===== src/rtl/whack_pkg.sv =====
// Shared definitions for the mole-pad front end and the processor's MMIO view.
// Holds the pad count, the scanner FSM states and the default scan timing.
package whack_pkg;

  localparam int NUM_PADS             = 9;
  localparam int DEF_DISCHARGE_CYCLES = 500;
  localparam int DEF_TIMEOUT_CYCLES   = 2000;
  localparam int DEF_THRESHOLD        = 800;
  localparam int DEF_DEBOUNCE_SCANS   = 3;

  typedef enum logic [1:0] {
    ST_DISCHARGE,
    ST_CHARGE,
    ST_EVAL
  } scan_state_t;

  function automatic int max2(input int a, input int b);
    return (a > b) ? a : b;
  endfunction

endpackage


===== src/rtl/pad_debounce.sv =====
// Per-pad debouncer: flips the touched bit after DEBOUNCE_SCANS disagreeing scans
// and keeps a sticky event bit for each 0->1 flip.
module pad_debounce #(
  parameter int DEBOUNCE_SCANS = whack_pkg::DEF_DEBOUNCE_SCANS
) (
  input  logic clock,
  input  logic reset,
  input  logic raw,
  input  logic eval,
  input  logic clear,
  output logic touched,
  output logic touch_event
);

  localparam int AW = $clog2(DEBOUNCE_SCANS + 1);

  logic [AW-1:0] agree;
  logic [AW-1:0] agree_inc;
  logic          flip;

  assign agree_inc = agree + AW'(1);
  assign flip      = eval && (raw != touched) && (agree_inc == AW'(DEBOUNCE_SCANS));

  always_ff @(posedge clock or negedge reset) begin
    if (!reset) begin
      agree       <= '0;
      touched     <= 1'b0;
      touch_event <= 1'b0;
    end else begin
      if (eval) begin
        if (raw == touched)
          agree <= '0;
        else if (flip) begin
          agree   <= '0;
          touched <= ~touched;
        end else
          agree <= agree_inc;
      end
      // A rising flip outranks a clear landing in the same cycle.
      if (flip && !touched)
        touch_event <= 1'b1;
      else if (clear)
        touch_event <= 1'b0;
    end
  end

endmodule


===== src/rtl/cap_touch_scanner.sv =====
// Capacitive pad scanner: discharge, timed charge with per-pad rise counters,
// then a one-cycle evaluation feeding the per-pad debouncers.
module cap_touch_scanner #(
  parameter int NUM_PADS         = whack_pkg::NUM_PADS,
  parameter int DISCHARGE_CYCLES = whack_pkg::DEF_DISCHARGE_CYCLES,
  parameter int TIMEOUT_CYCLES   = whack_pkg::DEF_TIMEOUT_CYCLES,
  parameter int THRESHOLD        = whack_pkg::DEF_THRESHOLD,
  parameter int DEBOUNCE_SCANS   = whack_pkg::DEF_DEBOUNCE_SCANS
) (
  input  logic                clock,
  input  logic                reset,
  input  logic [NUM_PADS-1:0] capacitive_sensors_in,
  output logic                capacitive_sensors_out,
  input  logic                clear_events,
  output logic [NUM_PADS-1:0] touched,
  output logic [NUM_PADS-1:0] touch_events,
  output logic                scan_done
);

  import whack_pkg::*;

  localparam int CW = $clog2(max2(DISCHARGE_CYCLES, TIMEOUT_CYCLES) + 1);
  localparam int KW = $clog2(TIMEOUT_CYCLES + 1);
  localparam logic [CW-1:0] DIS_LAST = CW'(DISCHARGE_CYCLES - 1);
  localparam logic [CW-1:0] CHG_LAST = CW'(TIMEOUT_CYCLES - 1);
  localparam logic [KW-1:0] K_SAT    = KW'(TIMEOUT_CYCLES);

  logic [NUM_PADS-1:0] sens_s1, sens_s2;
  logic                clr_s1, clr_s2;
  scan_state_t         state;
  logic [CW-1:0]       cyc;
  logic                eval;
  logic [NUM_PADS-1:0] raw;

  always_ff @(posedge clock or negedge reset) begin
    if (!reset) begin
      sens_s1 <= '0;
      sens_s2 <= '0;
      clr_s1  <= 1'b0;
      clr_s2  <= 1'b0;
    end else begin
      sens_s1 <= capacitive_sensors_in;
      sens_s2 <= sens_s1;
      clr_s1  <= clear_events;
      clr_s2  <= clr_s1;
    end
  end

  // Charge always runs the full timeout so every scan has the same period.
  always_ff @(posedge clock or negedge reset) begin
    if (!reset) begin
      state                  <= ST_DISCHARGE;
      cyc                    <= '0;
      capacitive_sensors_out <= 1'b0;
      scan_done              <= 1'b0;
    end else begin
      case (state)
        ST_DISCHARGE: begin
          if (cyc == DIS_LAST) begin
            state                  <= ST_CHARGE;
            cyc                    <= '0;
            capacitive_sensors_out <= 1'b1;
          end else
            cyc <= cyc + CW'(1);
        end
        ST_CHARGE: begin
          if (cyc == CHG_LAST) begin
            state                  <= ST_EVAL;
            cyc                    <= '0;
            capacitive_sensors_out <= 1'b0;
            scan_done              <= 1'b1;
          end else
            cyc <= cyc + CW'(1);
        end
        ST_EVAL: begin
          state     <= ST_DISCHARGE;
          scan_done <= 1'b0;
        end
        default: begin
          state                  <= ST_DISCHARGE;
          cyc                    <= '0;
          capacitive_sensors_out <= 1'b0;
          scan_done              <= 1'b0;
        end
      endcase
    end
  end

  assign eval = (state == ST_EVAL);

  for (genvar i = 0; i < NUM_PADS; i++) begin : g_pad
    logic [KW-1:0] count;
    logic          risen;

    // The count stops on the cycle the synchronized input is first seen high.
    always_ff @(posedge clock or negedge reset) begin
      if (!reset) begin
        count <= '0;
        risen <= 1'b0;
      end else if (state == ST_EVAL) begin
        count <= '0;
        risen <= 1'b0;
      end else if (state == ST_CHARGE && !risen) begin
        if (sens_s2[i])
          risen <= 1'b1;
        else if (count != K_SAT)
          count <= count + KW'(1);
      end
    end

    assign raw[i] = !risen || (int'(count) >= THRESHOLD);

    pad_debounce #(
      .DEBOUNCE_SCANS(DEBOUNCE_SCANS)
    ) u_db (
      .clock      (clock),
      .reset      (reset),
      .raw        (raw[i]),
      .eval       (eval),
      .clear      (clr_s2),
      .touched    (touched[i]),
      .touch_event(touch_events[i])
    );
  end

endmodule


===== config.mk =====
export PLATFORM = sky130hd
export DESIGN_NAME = cap_touch_scanner
export DESIGN_NICKNAME = d
export VERILOG_FILES = /design/src/rtl/whack_pkg.sv /design/src/rtl/pad_debounce.sv /design/src/rtl/cap_touch_scanner.sv
export SDC_FILE = /design/constraint.sdc
export NUM_CORES = 1
export LEC_CHECK = 0
export CORE_ASPECT_RATIO = 1.25
export CORE_MARGIN = 3
export CORE_UTILIZATION = 60
export CTS_BUF_LIST = sky130_fd_sc_hd__clkbuf_8 sky130_fd_sc_hd__clkbuf_16
export DETAILED_ROUTE_END_ITERATION = 16
export GPL_TIMING_DRIVEN = 0
export PLACE_DENSITY_LB_ADDON = 0.1
export SYNTH_ARGS = -nofsm -noshare
export SYNTH_HDL_FRONTEND = slang
export SYNTH_SLANG_ARGS = --single-unit

===== constraint.sdc =====
create_clock -name clock -period 4.9 [get_ports clock]
set_input_delay 0.98 -clock clock [delete_from_list [all_inputs] [get_ports clock]]
set_output_delay 0.98 -clock clock [all_outputs]
set_load 0.02 [all_outputs]

==> load_flow_metrics.sql <==
INSERT INTO impl_metrics (metric_group, metric, value, unit) VALUES
('outcome', 'outcome', 'complete, no violations', ''),
('global_routing', 'groute.usage.overall', '0.2723', ''),
('cts', 'cts.sinks', '179', ''),
('routing', 'route.detailed.drc', '0', ''),
('cts', 'clockRootBuffer', 'clkbuf_16', ''),
('power', 'clk_pwr_share', '0.477', ''),
('routing', 'routed_wl', '21.46', 'mm'),
('worst_setup_path', 'endpoint_kind_of_the_worst_setup_timing_path', 'flop', ''),
('placement', 'numPortBuffers', '31', ''),
('cts', 'post_cts_resized', '0', ''),
('floorplanning', 'die-area', '16690', 'µm²'),
('power', 'power_report.internal_total', '2.331', 'mW'),
('timing', 'layout_worst_path_cycle_share', '0.5476', ''),
('cts', 'cts_tree', 'built', ''),
('synthesis', 'ys_ff_latch', '179', ''),
('timing', 'worst_slew_margin_rel', '0.3268', ''),
('hold_path', 'timing.hold.worst.class', 'reg -> reg', ''),
('routing', 'route.antenna.remaining_nets', '0', ''),
('power', 'power_frac_comb', '0.014', ''),
('routing', 'drtIter0Drc', '690', ''),
('timing', 'finalHoldWorstSlack', '350.2', 'ps'),
('synthesis', 'proportion_of_netlist_area_held_by_the_largest_area_contributor', '0.4921', ''),
('global_routing', 'gr-usage-met2', '0.4556', ''),
('final_layout', 'synthToLayoutAreaGrowth', '12.88', '%'),
('timing', 'hold_violations', '0', ''),
('cts', 'cts_buffers', '17', ''),
('global_routing', 'use_met3', '0.05434', ''),
('cts', 'post-cts-setup-buffers', '0', ''),
('cts', 'worst_skew_pair_later_pin_latency', '430', 'ps'),
('job', 'cap_violations', '0', ''),
('floorplanning', 'die_x', '116.2', 'µm'),
('worst_setup_path', 'timing.critical_path.arrival', '2950', 'ps'),
('timing', 'final-max-slew-violation-count', '0', ''),
('global_routing', 'grt_max_degree', '118', ''),
('placement', 'gp_congestion', '0.8647', ''),
('placement', 'hpwl', '14.53', 'mm'),
('power', 'vdd.ir_drop.worst', '0.1951', 'mV'),
('global_routing', 'grt_pass1_vias', '7190', ''),
('routing', 'detail_route.first_pass.iterations', '7', ''),
('synthesis', 'post_synthesis_cell_area', '9102', 'µm²'),
('floorplanning', 'floorplan.rows', '49', ''),
('timing', 'clock-skew-final', '5.908', 'ps'),
('synthesis', 'synthesis.area_per_instance', '10.01', 'µm²'),
('cts', 'clk_pin_slew_worst_setup_hold_paths', '60', 'ps'),
('synthesis', 'synth_nets', '949', ''),
('final_layout', 'fill_cells', '1094', ''),
('final_layout', 'number_of_diodes_added_for_antenna_fixing', '0', ''),
('global_routing', 'antenna_found_initial', '0', ''),
('floorplanning', 'initial_utilization', '0.6212', ''),
('cts', 'clock_tree.buffer_depth', '2', ''),
('final_layout', 'layout.nets', '1000', ''),
('global_routing', 'global_route_wire_length_before_repair', '35.74', 'mm'),
('power', 'power.net_switching', '0.5971', 'mW'),
('timing', 'max_freq', '372.7', 'MHz'),
('global_routing', 'grt-ovfl-total', '0', ''),
('routing', 'wire_length_per_cell_after_detailed_routing', '18.65', 'µm'),
('global_routing', 'grt-busiest-layer', 'met2', ''),
('synthesis', 'synthesis.instances', '909', ''),
('timing', 'fin_crit', '2683', 'ps'),
('worst_setup_path', 'path_max_fanout', '10', ''),
('timing', 'fin_setup_tns', '0', 'ps'),
('timing', 'tightestPinTransition', '994.2', 'ps'),
('timing', 'timing.final.setup_violations', '0', ''),
('cts', 'cts_htree_levels', '4', ''),
('synthesis', 'asyncSetResetFlopFracSynth', '1.000', ''),
('timing', 'rsz0062_at_grt', 'false', ''),
('cts', 'post_cts_hold_buffers', '0', ''),
('global_routing', 'met1_usage', '0.3497', ''),
('power', 'static_leakage', '4.281', 'nW'),
('floorplanning', 'num_io_pins', '32', ''),
('power', 'power.share.switching', '0.2039', '');
-- path summary, 6_finish.rpt --
path / startpoint / end / slack [ps] / cells past startpoint
max: state[1]$_DFFE_PN0N_ / g_pad[7].count[9]$_DFFE_PN0P_ / 2220 / 5
min: sens_s1[8]$_DFF_PN0_ / sens_s2[8]$_DFF_PN0_ / 350 / 0
max reg2reg: state[1]$_DFFE_PN0N_ / g_pad[7].count[9]$_DFFE_PN0P_ / 2220 / 5
min reg2reg: sens_s1[8]$_DFF_PN0_ / sens_s2[8]$_DFF_PN0_ / 350 / 0
max in group asynchronous: reset / g_pad[3].count[6]$_DFFE_PN0P_ / 3510 / 2
min in group asynchronous: reset / g_pad[7].count[7]$_DFFE_PN0P_ / 480 / 1
-- cell usage after synthesis, types with 18 or more instances --
cell type and number:
clkbuf_1 23, o211ai_1 18, buf_4 18, ha_1 28
dfrtp_1 179, xnor2_1 20, o41ai_1 20, o31ai_1 21
nor2_1 42, or3_1 22, o21ai_0 51, or4_1 24
nand3_1 50, a21oi_1 43, nand4_1 32, nand2_1 94
inv_1 49
-- through the flow --
stage | util | cell area, µm² | worst slack (ps) | cells | power (mW)
after CTS | 0.7012 | 10270 | 2275 | 1151 | 2.945
after global placement | 0.6576 | 9635 | -4290 | 1118 | 1.559
after floorplan | - | 9102 | 3011 | 909 | 1.518
final | 0.7012 | 10270 | 2217 | 1151 | 2.928
after detailed placement | 0.6598 | 9668 | 2261 | 1119 | 1.562
after global routing | 0.7012 | 10270 | 2081 | 1151 | 3.018
-- routing by layer --
layer  wire, µm  up-vias
li1           -     3446
met1       8851     3648
met2      10870      279
met3       1211       54
met4        533        0
met5          0        -
-- worst max-delay path, cell delays in order (launching register included) --
cell      delay, ps
dfrtp_1         610
buf_6           250
nor2b_1         310
clkbuf_1        520
buf_1           720
a21oi_1         100
-- final cells by class --
type	count	area, µm²	area share
Inverter	50	187.7	0.01827
Clock inverter	12	140.1	0.01364
Multi-Input combinational cell	624	4133	0.4022
Sequential cell	179	4479	0.4359
Tap cell	178	222.7	0.02168
Clock buffer	20	466.7	0.04542
Buffer	56	302.8	0.02947
Timing Repair Buffer	32	342.8	0.03337
-- power by group through the flow --
stage          registers, mW  logic (mW)  clock network, mW
5_1_grt                 1.49      0.0478               1.48
3_5_place_dp            1.52      0.0440                  0
6_report                1.49      0.0409               1.40
3_3_place_gp            1.52      0.0395                  0
2_1_floorplan           1.52    0.000937                  0
4_1_cts                 1.49      0.0438               1.41
-- logic make-up after synthesis --
kind of cell	synth area share
and+or+nand+nor	0.2129
xor gates and xnor gates	0.03272
adders and majority gates	0.03849
AOI/OAI and AO/OA	0.1570
DFF	0.4921
buffers and inverters	0.05388
muxes	0.01292
-- cells in the final DEF (no fill, tap or decap), types with 7 or more instances in the layout --
cell type	synthesis	layout
or4_1	24	24
ha_1	28	28
o31ai_1	21	21
or3_1	22	22
clkdlybuf4s50_1	0	30
o211ai_1	18	18
inv_1	49	53
nand3_1	50	50
nor3_1	9	9
buf_2	8	8
clkbuf_1	23	23
o311ai_0	10	10
a22o_1	9	9
o22ai_1	10	10
clkbuf_16	0	17
nand4_1	32	32
o41ai_1	20	20
xnor2_1	20	20
and2_1	7	7
dfrtp_1	179	179
nand2_1	94	94
a21oi_1	43	43
o21ai_0	51	51
nand4b_1	10	10
and3_1	8	8
xor2_1	14	14
buf_4	18	18
nor2_1	42	42
-- flip-flops by register name, indices dropped and copies added, names as in the netlist --
signal and cells:
capacitive_sensors_out 1, clr_s1 1, clr_s2 1, cyc 11, g_pad.count 99, g_pad.risen 9, g_pad.u_db.agree 18, g_pad.u_db.touch_event 9
g_pad.u_db.touched 9, scan_done 1, sens_s1 9, sens_s2 9, state 2
Note: power is estimated with default switching activity, not from simulation.
